==> src/rtl/mul_fu_arbiter_if.sv <==
// mul_fu_arbiter_if
//   Bundles the requester handshakes, the shared result bus and the
//   multiplier FU connection of mul_fu_arbiter.
//   slave  : arbiter side (drives req_ready, resp_*, fu_*, busy)
//   master : environment side (drives req_valid/operands, resp_ready, fu_c)
interface mul_fu_arbiter_if #(
  parameter int NUM_REQ = 4,
  parameter int A_WIDTH = 8,
  parameter int B_WIDTH = 8,
  parameter int C_WIDTH = A_WIDTH + B_WIDTH
) ();
  logic [NUM_REQ-1:0]         req_valid;
  logic [NUM_REQ-1:0]         req_ready;
  logic [NUM_REQ*A_WIDTH-1:0] req_a;
  logic [NUM_REQ*B_WIDTH-1:0] req_b;
  logic [NUM_REQ-1:0]         resp_valid;
  logic [NUM_REQ-1:0]         resp_ready;
  logic [C_WIDTH-1:0]         resp_c;
  logic                       fu_on_off;
  logic [A_WIDTH-1:0]         fu_a;
  logic [B_WIDTH-1:0]         fu_b;
  logic [C_WIDTH-1:0]         fu_c;
  logic                       busy;

  modport slave (
    input  req_valid, req_a, req_b, resp_ready, fu_c,
    output req_ready, resp_valid, resp_c, fu_on_off, fu_a, fu_b, busy
  );

  modport master (
    output req_valid, req_a, req_b, resp_ready, fu_c,
    input  req_ready, resp_valid, resp_c, fu_on_off, fu_a, fu_b, busy
  );
endinterface

==> src/rtl/mul_fu_arbiter.sv <==
// mul_fu_arbiter
//   Shares one fixed-latency multiplier FU among NUM_REQ requesters.
//   Round-robin grant, owner tags carried alongside the FU pipeline, and an
//   in-order result FIFO that returns each product to its owner.
//   clk   : rising-edge clock
//   reset : synchronous, active-high
//   bus   : mul_fu_arbiter_if.slave (request, response and FU signals)
module mul_fu_arbiter #(
  parameter int NUM_REQ    = 4,
  parameter int A_WIDTH    = 8,
  parameter int B_WIDTH    = 8,
  parameter int C_WIDTH    = A_WIDTH + B_WIDTH,
  parameter int FU_LATENCY = 1,
  parameter int RES_DEPTH  = 2
) (
  input logic clk,
  input logic reset,
  mul_fu_arbiter_if.slave bus
);
  localparam int IW = $clog2(NUM_REQ);
  localparam int PW = (RES_DEPTH > 1) ? $clog2(RES_DEPTH) : 1;
  // wide enough for occ + inflight (up to RES_DEPTH + FU_LATENCY)
  localparam int CW = $clog2(RES_DEPTH + FU_LATENCY + 2);

  logic [IW-1:0]         rr_q, rr_d;
  logic [FU_LATENCY-1:0] tag_vld_q;
  logic [IW-1:0]         tag_own_q [FU_LATENCY];
  logic [C_WIDTH-1:0]    fifo_c_q  [RES_DEPTH];
  logic [IW-1:0]         fifo_own_q[RES_DEPTH];
  logic [PW-1:0]         wr_q, rd_q;
  logic [CW-1:0]         occ_q;

  logic [CW-1:0] infl;
  logic [IW-1:0] head_own, gnt, cand;
  logic          push, pop, can_issue, found, issue;
  int            idx;

  function automatic logic [PW-1:0] nxt(input logic [PW-1:0] p);
    return (p == PW'(RES_DEPTH - 1)) ? '0 : p + 1'b1;
  endfunction

  assign head_own = fifo_own_q[rd_q];
  assign push     = tag_vld_q[FU_LATENCY-1];
  assign pop      = (occ_q != '0) && bus.resp_ready[head_own];

  always_comb begin
    infl = '0;
    for (int s = 0; s < FU_LATENCY; s++) infl = infl + CW'(tag_vld_q[s]);
  end

  // A same-cycle pop frees a slot, so it counts toward this cycle's issue.
  assign can_issue = (occ_q + infl - CW'(pop)) < CW'(RES_DEPTH);

  always_comb begin
    found = 1'b0;
    gnt   = '0;
    idx   = 0;
    cand  = '0;
    for (int k = 0; k < NUM_REQ; k++) begin
      idx = int'(rr_q) + k;
      if (idx >= NUM_REQ) idx = idx - NUM_REQ;
      cand = IW'(idx);
      if (!found && bus.req_valid[cand]) begin
        found = 1'b1;
        gnt   = cand;
      end
    end
  end

  // No grants while reset is asserted so nothing is accepted and then lost.
  assign issue = found && can_issue && !reset;

  always_comb begin
    bus.req_ready = '0;
    bus.fu_on_off = 1'b0;
    bus.fu_a      = '0;
    bus.fu_b      = '0;
    rr_d          = rr_q;
    if (issue) begin
      bus.req_ready[gnt] = 1'b1;
      bus.fu_on_off      = 1'b1;
      bus.fu_a           = bus.req_a[int'(gnt)*A_WIDTH +: A_WIDTH];
      bus.fu_b           = bus.req_b[int'(gnt)*B_WIDTH +: B_WIDTH];
      rr_d               = (gnt == IW'(NUM_REQ - 1)) ? '0 : gnt + 1'b1;
    end
  end

  always_comb begin
    bus.resp_valid = '0;
    if (occ_q != '0) bus.resp_valid[head_own] = 1'b1;
  end
  assign bus.resp_c = (occ_q != '0) ? fifo_c_q[rd_q] : '0;
  assign bus.busy   = (occ_q != '0) || (|tag_vld_q);

  always_ff @(posedge clk) begin
    if (reset) begin
      rr_q      <= '0;
      tag_vld_q <= '0;
      wr_q      <= '0;
      rd_q      <= '0;
      occ_q     <= '0;
    end else begin
      rr_q         <= rr_d;
      tag_vld_q[0] <= issue;
      for (int s = 1; s < FU_LATENCY; s++) tag_vld_q[s] <= tag_vld_q[s-1];
      if (push) wr_q <= nxt(wr_q);
      if (pop)  rd_q <= nxt(rd_q);
      occ_q <= occ_q + CW'(push) - CW'(pop);
    end
  end

  // Payload storage needs no reset: it is qualified by tag_vld_q / occ_q.
  always_ff @(posedge clk) begin
    tag_own_q[0] <= gnt;
    for (int s = 1; s < FU_LATENCY; s++) tag_own_q[s] <= tag_own_q[s-1];
    if (push && !reset) begin
      fifo_c_q[wr_q]   <= bus.fu_c;
      fifo_own_q[wr_q] <= tag_own_q[FU_LATENCY-1];
    end
  end
endmodule

==> src/flat_wrapper.sv <==
// flat-port wrapper written by rule: the top's interface ports become plain ports
module mul_fu_arbiter_flat 
#(
  parameter int NUM_REQ    = 4,
  parameter int A_WIDTH    = 8,
  parameter int B_WIDTH    = 8,
  parameter int C_WIDTH    = A_WIDTH + B_WIDTH,
  parameter int FU_LATENCY = 1,
  parameter int RES_DEPTH  = 2
)
  (clk, reset, bus_req_valid, bus_req_a, bus_req_b, bus_resp_ready, bus_fu_c, bus_req_ready, bus_resp_valid, bus_resp_c, bus_fu_on_off, bus_fu_a, bus_fu_b, bus_busy);
  mul_fu_arbiter_if #(.NUM_REQ(NUM_REQ), .A_WIDTH(A_WIDTH), .B_WIDTH(B_WIDTH), .C_WIDTH(C_WIDTH)) bus_i ();
  input logic clk;
  input logic reset;
  input wire logic [$bits(bus_i.req_valid)-1:0] bus_req_valid;
  input wire logic [$bits(bus_i.req_a)-1:0] bus_req_a;
  input wire logic [$bits(bus_i.req_b)-1:0] bus_req_b;
  input wire logic [$bits(bus_i.resp_ready)-1:0] bus_resp_ready;
  input wire logic [$bits(bus_i.fu_c)-1:0] bus_fu_c;
  output wire logic [$bits(bus_i.req_ready)-1:0] bus_req_ready;
  output wire logic [$bits(bus_i.resp_valid)-1:0] bus_resp_valid;
  output wire logic [$bits(bus_i.resp_c)-1:0] bus_resp_c;
  output wire logic [$bits(bus_i.fu_on_off)-1:0] bus_fu_on_off;
  output wire logic [$bits(bus_i.fu_a)-1:0] bus_fu_a;
  output wire logic [$bits(bus_i.fu_b)-1:0] bus_fu_b;
  output wire logic [$bits(bus_i.busy)-1:0] bus_busy;
  assign bus_i.req_valid = bus_req_valid;
  assign bus_i.req_a = bus_req_a;
  assign bus_i.req_b = bus_req_b;
  assign bus_i.resp_ready = bus_resp_ready;
  assign bus_i.fu_c = bus_fu_c;
  assign bus_req_ready = bus_i.req_ready;
  assign bus_resp_valid = bus_i.resp_valid;
  assign bus_resp_c = bus_i.resp_c;
  assign bus_fu_on_off = bus_i.fu_on_off;
  assign bus_fu_a = bus_i.fu_a;
  assign bus_fu_b = bus_i.fu_b;
  assign bus_busy = bus_i.busy;
  mul_fu_arbiter #(.NUM_REQ(NUM_REQ), .A_WIDTH(A_WIDTH), .B_WIDTH(B_WIDTH), .C_WIDTH(C_WIDTH), .FU_LATENCY(FU_LATENCY), .RES_DEPTH(RES_DEPTH)) u_core (.clk(clk), .reset(reset), .bus(bus_i));
endmodule
==> config.mk <==
export PLATFORM = sky130hd
export DESIGN_NAME = mul_fu_arbiter_flat
export DESIGN_NICKNAME = d
export VERILOG_FILES = /design/src/rtl/mul_fu_arbiter_if.sv /design/src/rtl/mul_fu_arbiter.sv /design/src/flat_wrapper.sv
export SDC_FILE = /design/constraint.sdc
export NUM_CORES = 1
export LEC_CHECK = 0
export ABC_AREA = 1
export ABC_CLOCK_PERIOD_IN_PS = 3110
export BUFFER_PORTS_ARGS = -buffer_cell sky130_fd_sc_hd__clkbuf_2
export CORE_MARGIN = 4
export CORE_UTILIZATION = 40
export CTS_BUF_LIST = sky130_fd_sc_hd__clkbuf_8
export CTS_CLUSTER_DIAMETER = 100
export DETAILED_ROUTE_END_ITERATION = 10
export PLACE_DENSITY = 0.72
export SYNTH_ARGS = -nofsm -noshare
export SYNTH_HDL_FRONTEND = slang
export SYNTH_SLANG_ARGS = --single-unit
==> constraint.sdc <==
create_clock -name clk -period 3.11 [get_ports clk]
set_input_delay 0.311 -clock clk [delete_from_list [all_inputs] [get_ports clk]]
set_output_delay 0.311 -clock clk [all_outputs]
set_load 0.02 [all_outputs]
After elaboration in Yosys (flattened, before gate mapping)
Memory sizes are Yosys's and may differ from the RTL's. A register that Yosys moved wholly into a read port is not among the register bits.
Index checks and enable logic that the tools add are counted.
W data, S select, Z words.

storage, ports and cells
  register bits after elaboration = 8
  bits in writable memories = 38
  input bits = 90
  output and inout bits = 42
  memories = 3

memories
  name               words  bits a word  rd ports  clocked after memory_dff  write ports  RTL line              text
  u_core.fifo_c_q    2      16           1         1                         1            mul_fu_arbiter.sv:28  logic [C_WIDTH-1:0] fifo_c_q [RES_DEPTH];
  u_core.fifo_own_q  2      2            1         1                         1            mul_fu_arbiter.sv:29  logic [IW-1:0] fifo_own_q[RES_DEPTH];
  u_core.tag_own_q   1      2            1         0                         1            mul_fu_arbiter.sv:27  logic [IW-1:0] tag_own_q [FU_LATENCY];

cells by class
  add/subtract/negate cells = 12
  $lt $le $gt $ge = 13
  equality and inequality tests = 1
  shift-type cells = 2
  mux-type cells = 41
  reduce and logical (&&, ||, !) cells = 15

operator list
  cell                   count
  $shiftx A32 B6 Y8      2
  $mux W1                20
  $lt A2 B3 Y1 const B   6
  $mux W2                9
  $mux W16               1
  $mux W8                2
  $bmux W1 S2            5
  $ge A3 B3 Y1 const B   3
  $logic_and A1 B1 Y1    9
  $mux W4                2
  $sub A2 B1 Y2 const B  4
  $add A2 B2 Y3 const B  2
  $demux W1 S2           2
  $ge A2 B1 Y1 const B   2
  $logic_not A1 Y1       4
  $add A2 B1 Y3 const B  1
  $add A3 B1 Y3          1
  $ge A2 B3 Y1 const B   1
  $lt A3 B2 Y1 const B   1
  $reduce_bool A3 Y1     1
  $sub A3 B1 Y3          1
  $add A1 B1 Y1 const B  2
  $add A2 B1 Y2 const B  1
  $eq A2 B2 Y1 const B   1
  $logic_or A1 B1 Y1     1

Longest topological paths before layout
Gate-level depths: netlist of run 1.

  depth in word-level cells = 19
  depth in mapped cells = 21

Least setup slack after synthesis of run 1
Ideal clock, no wire load.

  path kind = reg2out
  start = reg with a tool-made name
  end = out bus_fu_b[0]
  arrival time = 3.166 ns
  data required time = 2.799 ns
  setup slack = -0.367 ns
  cell stages (with the launch flop) = 22
  path buffers = 2
  cells stage by stage = dfxtp_1 -> buf_2 -> nand2_1 -> o21ai_0 -> inv_1 -> nand2_1 -> nand2_1 -> nand2_1 -> a21oi_1 -> ha_1 -> inv_1 -> ha_1 -> inv_1 -> fa_1 -> xor2_1 -> xor2_1 -> nor2_1 -> nand2_2 -> inv_2 -> buf_2 -> nand2_1 -> nor2_1

RTL lines
  what           RTL line            text
  end, declared  flat_wrapper.sv:25  output wire logic [$bits(bus_i.fu_b)-1:0] bus_fu_b;

==> results of run 1 <==
## power by group through the flow
stage	registers [mW]	clock network, mW	logic, mW
2_1_floorplan	0.830	0	2.04
3_3_place_gp	0.840	0	2.65
3_5_place_dp	0.846	0	2.70
4_1_cts	0.833	0.528	3.08
5_1_grt	0.844	0.546	3.58
6_report	0.833	0.514	3.27
## logic make-up (layout without fill, tap and decap cells)
logic type	Yosys count	in the layout	share of synthesized area [%]
xor gates and xnor gates	2	2	0.5866
DFF	47	47	43.57
muxes	16	16	6.033
and+or+nand+nor	240	240	33.47
adders and majority gates	7	7	3.184
buffers and inverters	77	220	11.10
AOI/OAI and AO/OA	12	12	2.053
## timing repair
action | in CTS | in global routing
hold endpoints to repair | 0 | 0
gates cloned | 1 | 1
setup buffers | 2 | 1
setup endpoints to repair | 21 | 23
gates resized for setup | 49 | 31
pin swaps | 4 | 7
## metal layers
layer	up-vias	GRT usage, %
met3	10	3.586
met5	-	0
li1	1533	-
met2	113	30.50
met1	1309	20.07
met4	0	5.535
## worst reg2reg max path, cell delays in order (launching register included)
cell and delay, ns:
edfxtp_1 0.39, o21ai_2 0.21, nand2_1 0.08, nand2_1 0.06, nand2_1 0.06, a21oi_2 0.20, ha_1 0.26, inv_1 0.06
ha_1 0.13, inv_1 0.05, fa_2 0.33, xor2_1 0.17, xor2_1 0.20, nor2_1 0.08, nand2_2 0.10, clkinv_4 0.10
buf_16 0.16, buf_4 0.14, o21ai_2 0.11, a21oi_1 0.05
## placed cells by master, fill, tap and decap left out, drive strengths merged
| master | netlist | layout |
|---|---|---|
| o21ai | 5 | 5 |
| inv | 62 | 62 |
| buf | 14 | 37 |
| nand3 | 43 | 43 |
| edfxtp | 36 | 36 |
| ha | 6 | 6 |
| mux2 | 16 | 16 |
| fa | 1 | 1 |
| nor3 | 6 | 6 |
| clkbuf | 1 | 118 |
| bufinv | 0 | 2 |
| a31oi | 1 | 1 |
| nand2 | 130 | 130 |
| a21oi | 6 | 6 |
| xor2 | 2 | 2 |
| clkinv | 0 | 1 |
| nor2 | 61 | 61 |
| dfxtp | 11 | 11 |
## worst paths after layout
kind	start	endpoint	slack, ns	depth (start not counted)
max	u_core.fifo_own_q[0][0]	bus_fu_a[2]	-0.44	19
min reg2reg	u_core.tag_own_q[0][1]	u_core.fifo_own_q[1][1]	0.43	0
min	bus_fu_c[7]	u_core.fifo_c_q[1][7]	0.20	1
max reg2reg	u_core.fifo_own_q[0][0]	u_core.rr_q[1]	0.05	19
## flip-flops by register name, summed over array words and instances, names as in the netlist, named ones only
signal,flops
u_core.fifo_own_q,4
u_core.fifo_c_q,32
u_core.tag_own_q,2
u_core.rd_q,1
u_core.rr_q,2
u_core.wr_q,1
u_core.occ_q,3
u_core.push,1
## area by class of cell
cell class | instances | area [um2] | area share (%)
inverter | 62 | 240.2 | 5.498
sequential | 47 | 1303 | 29.81
multi-input combinational | 277 | 1535 | 35.14
clock inverter | 3 | 63.81 | 1.460
tap | 99 | 123.9 | 2.835
clock buffer | 5 | 68.82 | 1.575
timing repair buffer | 150 | 1035 | 23.68
==> flow_metrics.tcl, run 1 <==
set metrics [dict create \
    fp.coreArea_mm2 0.007253 \
    yosysWarningCount 0 \
    relSlewSlack_pct 49.86 \
    required_ns 2.80 \
    pwr_density_cell_mw_per_mm2 1058 \
    initial_core_util_pct 41.18 \
    wl_met1_um 3371 \
    clk_path_buf_depth 2 \
    drv_cap 0 \
    synth_top_area_share_pct 36.20 \
    violations "negative setup slack" \
    port_buffers 131 \
    p_leak_nw 2.268 \
    fmax_ghz 0.2820 \
    power_frac_comb_pct 70.9 \
    cts_hold_buf 0 \
    grt_overflow 0 \
    tns_ns -8.009 \
    ir_drop_uv 562.1 \
    crit_fanout 5 \
    grt_pass1_vias 2815 \
    post-route-util_pct 60.24 \
    synth_edf_count 36 \
    postSynthRegisterBits 47 \
    placedCellCount 631 \
    die_x_um 94.41 \
    ys_top_cells_by_count "127 x nand2_1, 60 x nor2_1, 57 x inv_1" \
    cp.arrival_ns 3.24 \
    cts_tree "built" \
    antenna_left 0 \
    setup.worst_path.end_class "primary output" \
    num_io_pins 132 \
    cts-root-buf "clkbuf_8" \
    viasPerCell 4.611 \
    met3_length_um 587 \
    design_power_total_mw 4.621 \
    drt_iter0_markers 77 \
    drv_slew 0 \
    gr-usage-all-layers_pct 16.96 \
    routedWlPerCell_um 12.45 \
    fin_ws_ns -0.4362 \
    htree_num_levels 2 \
    async_reset_ff_share_pct 0 \
    nets 640 \
    cp-start-kind "flip-flop" \
    cp_top_family "adder cells" \
    dieArea_mm2 0.008913 \
    stdcell_area_mm2 0.004369 \
    switchingPower_mw 2.169 \
    critPathSlowestCell "edfxtp_1" \
    netlist_instances 401 \
    hold_violations 0 \
    cts_buffers 5 \
    grt_max_degree 52 \
    synth_fp_nets 498 \
    pwr-share-clk_pct 11.1 \
    vias 2965 \
    post-route-period-util_pct 114.0 \
    power_frac_seq_pct 18.0 \
    path_cells "o21ai_2, nand2_1, nand2_1, nand2_1, a21oi_2, ha_1, inv_1, ha_1, inv_1, fa_2, xor2_1, xor2_1, nor2_1, nand2_2, clkinv_4, clkbuf_16, nand2_1, nor2_4, buf_8" \
    drive_above_1_share_pct 40.99 \
    synth.area.top_cells "edfxtp_1 36%, nand2_1 16%, nor2_1 7.5%, dfxtp_1 7.4%, inv_1 7.2%" \
    finalCriticalPeriod_ns 3.546 \
    highest_layer "met4" \
    post-dp-hpwl_um 5854 \
    dr.pass1.iters 4 \
    setup_viol 21 \
    power.internal_mw 2.452 \
    fin_hold_ws_ns 0.2032 \
    yosysMostFrequentCell "nand2_1" \
    syn2layout_area_growth_pct 46.29 \
    antenna_found_initial 0 \
    wl_met2_um 3919 \
    status "complete, but fails checks" \
    stdcell_count 643 \
    wl_um 8004 \
    skew_ns 0.006652 \
    post_dp_cell_area_mm2 0.003940 \
    fill_cells 653 \
    clk_latency_ns 0.30 \
    drc_errors 0 \
    path_class "flip-flop to primary output" \
    clkSinkCount 47 \
    rows 31 \
    grt_first_pass_wirelength_um 12150 \
    synth_top_cell_by_area "edfxtp_1" \
    max_stage_delay_ns 0.39 \
    rsz0062_at_grt "true" \
    synth_cell_types 26 \
    crit_top_cell "nand2_1" \
    critPathBufInv 5 \
    netSwitchingFraction_pct 46.94 \
    diodes 0 \
    hp-class "input pin to flip-flop" \
    syn_area_per_cell_um2 7.448 \
    die_h_um 94.41 \
    synth_seq_area_share_pct 43.57 \
    dpl_worst_slack_ns -0.1923 \
    tightest_slew_ns 0.7481 \
    clk_pin_slew_ns 0.09 \
    syn_area_mm2 0.002987 \
    gp_routability_congestion 0.8314 \
    dominantRegCellSynth "edfxtp_1" \
]
Power figures use the tool's default switching activity.
==> run 2: changes to the inputs <==
--- a/config.mk
+++ b/config.mk
@@ -8,12 +8,13 @@
 export ABC_AREA = 1
 export ABC_CLOCK_PERIOD_IN_PS = 3110
 export BUFFER_PORTS_ARGS = -buffer_cell sky130_fd_sc_hd__clkbuf_2
-export CORE_MARGIN = 4
+export CORE_MARGIN = 2
 export CORE_UTILIZATION = 40
 export CTS_BUF_LIST = sky130_fd_sc_hd__clkbuf_8
 export CTS_CLUSTER_DIAMETER = 100
 export DETAILED_ROUTE_END_ITERATION = 10
 export PLACE_DENSITY = 0.72
+export SETUP_SLACK_MARGIN = 0.4
 export SYNTH_ARGS = -nofsm -noshare
 export SYNTH_HDL_FRONTEND = slang
 export SYNTH_SLANG_ARGS = --single-unit
==> run 2 against run 1 <==
The flow still finishes with violations (negative setup slack); flip-flop and latch count is the same; sequential share of layout area fell by 0.69 points; die area is 8.3% lower; cell area rose by 2.4%; critical path depth rose by 1; clock skew is essentially flat; largest cell class unchanged.
==> flow_metrics.tcl, run 2 (synthesized netlist as in run 1, its figures left out) <==
set metrics [dict create \
    post-dp-hpwl_um 5748 \
    initial_core_util_pct 41.18 \
    hold_violations 0 \
    drv_slew 0 \
    post-route-period-util_pct 113.9 \
    pwr-share-clk_pct 10.7 \
    tightest_slew_ns 0.4721 \
    rr_startpoint "u_core.fifo_own_q[0][0]" \
    r2r_slack_ns -0.03 \
    vias 3010 \
    crit_fanout 6 \
    port_buffers 131 \
    drive_above_1_share_pct 42.67 \
    clkSinkCount 47 \
    rsz0062_at_grt "true" \
    syn2layout_area_growth_pct 49.77 \
    routedWlPerCell_um 12.25 \
    path_class "flip-flop to primary output" \
    nets 642 \
    final_common_cell "clkbuf_2" \
    rows 31 \
    clk_pin_slew_ns 0.09 \
    die_x_um 90.41 \
    grt_max_degree 52 \
    power_frac_comb_pct 71.4 \
    required_ns 2.80 \
    dieArea_mm2 0.008174 \
    min_from "bus_fu_c[11]" \
    drc_errors 0 \
    gp_routability_congestion 0.8655 \
    seq_area_mm2 0.001303 \
    fmax_ghz 0.2824 \
    final_cell_mix "110 x clkbuf_2, 109 x nand2_1, 56 x inv_1" \
    path_cells "o21ai_4, inv_2, nand2_2, nand2_1, nand2_1, a21oi_2, ha_1, inv_1, ha_2, inv_2, fa_2, xor2_1, xor2_1, nor2_1, nand2_2, clkinv_4, buf_12, nand2_2, nor2_4, buf_8" \
    viasPerCell 4.667 \
    diodes 0 \
    grt_pass1_vias 2849 \
    cp.arrival_ns 3.23 \
    critPathSlowestCell "edfxtp_1" \
    grt_first_pass_wirelength_um 12640 \
    skew_ns 0.006237 \
    drt_iter0_markers 106 \
    fin_hold_ws_ns 0.2025 \
    fill_cells 649 \
    hp-class "input pin to flip-flop" \
    clk_path_buf_depth 2 \
    setup_viol 23 \
    netSwitchingFraction_pct 47.66 \
    clk_latency_ns 0.29 \
    cp_top_family "adder cells" \
    multiInputGateArea_mm2 0.001628 \
    fin_ws_ns -0.4308 \
    ir_drop_uv 799.9 \
    relSlewSlack_pct 68.49 \
    top_regs "u_core.fifo_c_q x32, u_core.fifo_own_q x4, u_core.occ_q x3" \
    switchingPower_mw 2.273 \
    critPathLaunch "u_core.fifo_own_q[0][0]" \
    setup.worst_path.end_class "primary output" \
    num_io_pins 132 \
    cts_tree "built" \
    cts_buffers 5 \
    status "complete, but fails checks" \
    critPathBufInv 6 \
    crit_top_cell "nand2_2" \
    violations "negative setup slack" \
    antenna_left 0 \
    die_h_um 90.41 \
    htree_num_levels 2 \
    power_frac_seq_pct 17.9 \
    tns_ns -8.170 \
    stdcell_area_mm2 0.004473 \
    power.internal_mw 2.496 \
    antenna_found_initial 0 \
    regMostFlops "u_core.fifo_c_q" \
    cp-start-kind "flip-flop" \
    gr-usage-all-layers_pct 18.88 \
    drv_cap 0 \
    wl_um 7900 \
    pwr_density_cell_mw_per_mm2 1066 \
    finalCriticalPeriod_ns 3.541 \
    p_leak_nw 2.348 \
    dr.pass1.iters 4 \
    fp.coreArea_mm2 0.007253 \
    cts-root-buf "clkbuf_8" \
    post_dp_cell_area_mm2 0.004019 \
    grt_overflow 0 \
    max_stage_delay_ns 0.43 \
    largest_register_ffs 32 \
]
## run 2: cell count changes in the layout (fill, tap and decap cells not counted), sizes merged
| cell | change |
|---|---|
| buf | +1 |
| clkbuf | +1 |
## run 2: power by group through the flow
stage / clock [mW] / sequential [mW] / combinational, mW
floorplan: 0 / 0.834 / 2.21
global placement: 0 / 0.858 / 2.83
detailed placement: 0 / 0.863 / 2.87
CTS: 0.516 / 0.853 / 3.16
global route: 0.544 / 0.865 / 3.72
finish: 0.511 / 0.853 / 3.41
## run 2: worst reg2reg max path: stages, from the launching register on
cell      delay (ns)
edfxtp_1        0.43
o21ai_4         0.22
inv_2           0.08
nand2_2         0.06
nand2_1         0.05
nand2_1         0.07
a21oi_2         0.06
ha_1            0.29
inv_1           0.06
ha_2            0.16
inv_2           0.04
fa_2            0.34
xor2_1          0.17
xor2_1          0.20
nor2_1          0.09
nand2_2         0.10
clkinv_4        0.10
buf_4           0.14
buf_4           0.12
buf_6           0.11
o21ai_2         0.11
a21oi_1         0.05
## run 2: area by class of cell
| class | count | area share [%] |
|---|---|---|
| multi-input cells | 277 | 36.39 |
| well taps | 99 | 2.769 |
| repair buffers | 152 | 23.38 |
| inverters | 62 | 5.371 |
| flip-flops and latches | 47 | 29.12 |
| clock inverters | 3 | 1.427 |
| clock buffers | 5 | 1.538 |
## run 2: per-stage QoR
stage	setup WS, ns	power, mW	util [%]	cells
after floorplan	0.05352	3.043	-	401
after global placement	-0.03414	3.686	55.41	631
after detailed placement	-0.1112	3.729	55.41	631
after CTS	-0.3553	4.526	60.01	642
after global routing	-0.6237	5.131	61.67	645
final	-0.4308	4.770	61.67	645
## run 2: worst paths after layout
check                           cells past startpoint                       to
worst max register to register                     21           u_core.rr_q[1]
worst min register to register                      0  u_core.fifo_own_q[1][1]
worst min-delay path                                1   u_core.fifo_c_q[1][11]
worst max-delay path                               20              bus_fu_a[6]
## run 2: timing repair
action | in CTS | in global routing
setup endpoints to repair | 23 | 24
hold endpoints to repair | 0 | 0
pin swaps | 6 | 22
gates cloned | 0 | 1
hold buffers | 0 | 0
buffers inserted | 3 | 2
resized for setup | 45 | 36
## run 2: metal layers
metal  GRT usage, %  routed length, um
met1          21.46               3112
met2          34.77               4165
met3          3.506                383
met4          7.564                238
met5              0                  0
==> run 3: changes to the inputs <==
--- a/config.mk
+++ b/config.mk
@@ -15,6 +15,7 @@
 export DETAILED_ROUTE_END_ITERATION = 10
 export PLACE_DENSITY = 0.72
 export SETUP_SLACK_MARGIN = 0.4
+export SKIP_CTS_REPAIR_TIMING = 1
 export SYNTH_ARGS = -nofsm -noshare
 export SYNTH_HDL_FRONTEND = slang
 export SYNTH_SLANG_ARGS = --single-unit
==> run 3 against run 2 <==
The flow still finishes with violations (negative setup slack); clock skew decreased by 0.0029 ns; hold slack worse by 0.00055 ns; critical path depth unchanged; count of clock-buffer cells in the layout stayed put; sequential share of layout area up 0.42 points; via count is 0.70% lower; final cell count fell by 0.47%; first-iteration DRC count shrank 6.6%; sequential power about the same; critical endpoint is now bus_fu_b[6]; largest power group unchanged.
==> flow_metrics.tcl, run 3 (synthesized netlist as in run 1, its figures left out) <==
set metrics [dict create \
    status "complete, but fails checks" \
    violations "negative setup slack" \
    diodes 0 \
    viasPerCell 4.656 \
    grt_max_degree 52 \
    dpl_worst_slack_ns -0.1112 \
    ir_drop_uv 918.0 \
    nets 639 \
    drive_above_1_share_pct 42.73 \
    port_buffers 131 \
    cts-root-buf "clkbuf_8" \
    rsz0062_at_grt "true" \
    drv_slew 0 \
    design_power_total_mw 4.669 \
    grt_pass1_vias 2830 \
    post-dp-hpwl_um 5748 \
    fp.coreArea_mm2 0.007253 \
    placedCellCount 631 \
    clk_pin_slew_ns 0.08 \
    setup.worst_path.end_class "primary output" \
    relSlewSlack_pct 67.32 \
    p_leak_nw 2.338 \
    cts_tree "built" \
    regMostFlops "u_core.fifo_c_q" \
    htree_num_levels 2 \
    vias 2989 \
    crit_top_cell "nand2_1" \
    wl_um 7685 \
    r2r_cells 20 \
    clk_path_buf_depth 2 \
    stdcell_count 642 \
    finalCriticalPeriod_ns 3.467 \
    die_x_um 90.41 \
    clkSinkCount 47 \
    gp_routability_congestion 0.8655 \
    cp_top_family "adder cells" \
    drv_cap 0 \
    dr.pass1.iters 5 \
    initial_core_util_pct 41.18 \
    top_regs "u_core.fifo_c_q x32, u_core.fifo_own_q x4, u_core.occ_q x3" \
    final_cell_mix "110 x clkbuf_2, 108 x nand2_1, 56 x inv_1" \
    cts_buffers 5 \
    path_class "flip-flop to primary output" \
    tns_ns -6.424 \
    final_common_cell "clkbuf_2" \
    pwr_density_cell_mw_per_mm2 1057 \
    clk_latency_ns 0.29 \
    grt_first_pass_wirelength_um 12100 \
    routedWlPerCell_um 11.97 \
    antenna_left 0 \
    hold_path_depth 1 \
    crit_fanout 6 \
    gr-usage-all-layers_pct 17.90 \
    hold_violations 0 \
    hp-class "input pin to flip-flop" \
    die_h_um 90.41 \
    post-route-period-util_pct 111.5 \
    tightest_slew_ns 0.4895 \
    drt_iter0_markers 99 \
    cp.arrival_ns 3.16 \
    worst-path-stages 20 \
    fin_hold_ws_ns 0.2020 \
    fmax_ghz 0.2884 \
    path_cells "o21ai_4, inv_2, nand2_1, nand2_1, nand2_1, a21oi_2, ha_1, inv_1, ha_2, inv_2, fa_2, xor2_1, xor2_1, nor2_1, nand2_2, clkinv_4, buf_12, nand2_4, nor2_4, buf_6" \
    drc_errors 0 \
    setup_viol 21 \
    grt_overflow 0 \
    largest_register_ffs 32 \
    max_stage_delay_ns 0.42 \
    fin_ws_ns -0.3573 \
    critPathBufInv 6 \
    critPathSlowestCell "edfxtp_1" \
    antenna_found_initial 0 \
    dieArea_mm2 0.008174 \
    skew_ns 0.003340 \
    required_ns 2.80 \
    syn2layout_area_growth_pct 47.93 \
    cp-start-kind "flip-flop" \
    num_io_pins 132 \
    rows 31 \
]
-- run 3: changes by cell type in the layout (fill, tap and decap cells not counted), moves of 2 or more --
cell      delta
nand2_2      -3
buf_8       -14
clkbuf_8     -2
buf_6       +16
buf_4        -3
nand2_4      +5
-- run 3: worst paths after layout --
path | start | to | slack, ns
setup / recovery | u_core.fifo_own_q[0][0] | bus_fu_b[6] | -0.36
hold / removal | bus_fu_c[11] | u_core.fifo_c_q[0][11] | 0.20
setup reg to reg | u_core.fifo_own_q[0][0] | u_core.rr_q[0] | 0.14
hold reg to reg | u_core.tag_own_q[0][1] | u_core.fifo_own_q[1][1] | 0.44
-- run 3: power breakdown --
group / switching, mW / leakage (nW) / internal (mW)
clock network: 0.193 / 0.0695 / 0.318
registers: 0.0711 / 0.419 / 0.785
logic: 1.99 / 1.85 / 1.31
-- run 3: cell type report --
cell class / count / area, um2
Fill cell: 651 / 2835
Multi-Input combinational cell: 277 / 1653
Sequential cell: 47 / 1305
Timing Repair Buffer: 149 / 963.4
Inverter: 62 / 240.2
Tap cell: 99 / 123.9
Clock buffer: 5 / 68.82
Clock inverter: 3 / 63.81
-- run 3: routing by layer --
layer | part of all wire, % | track usage, %
met5 | 0 | 0
met3 | 4.9 | 3.506
met1 | 40 | 20.18
met2 | 53 | 32.71
met4 | 2.1 | 7.821
-- run 3: through the flow --
stage	instance area [um2]	util, %
floorplan	3208	-
global placement	4019	55.41
detailed placement	4019	55.41
CTS	4151	57.24
global route	4418	60.91
finish	4418	60.91
-- run 3: worst register-to-register path: stages (launching register included) --
cell and delay [ns]:
edfxtp_1 0.42, o21ai_4 0.19, inv_2 0.08, nand2_1 0.06
nand2_1 0.05, nand2_1 0.07, a21oi_2 0.06, ha_1 0.29
inv_1 0.06, ha_2 0.16, inv_2 0.04, fa_2 0.32
xor2_1 0.17, xor2_1 0.20, nor2_1 0.07, nand2_2 0.09
clkinv_4 0.10, buf_4 0.14, buf_6 0.12, o21ai_4 0.12
a21oi_2 0.04
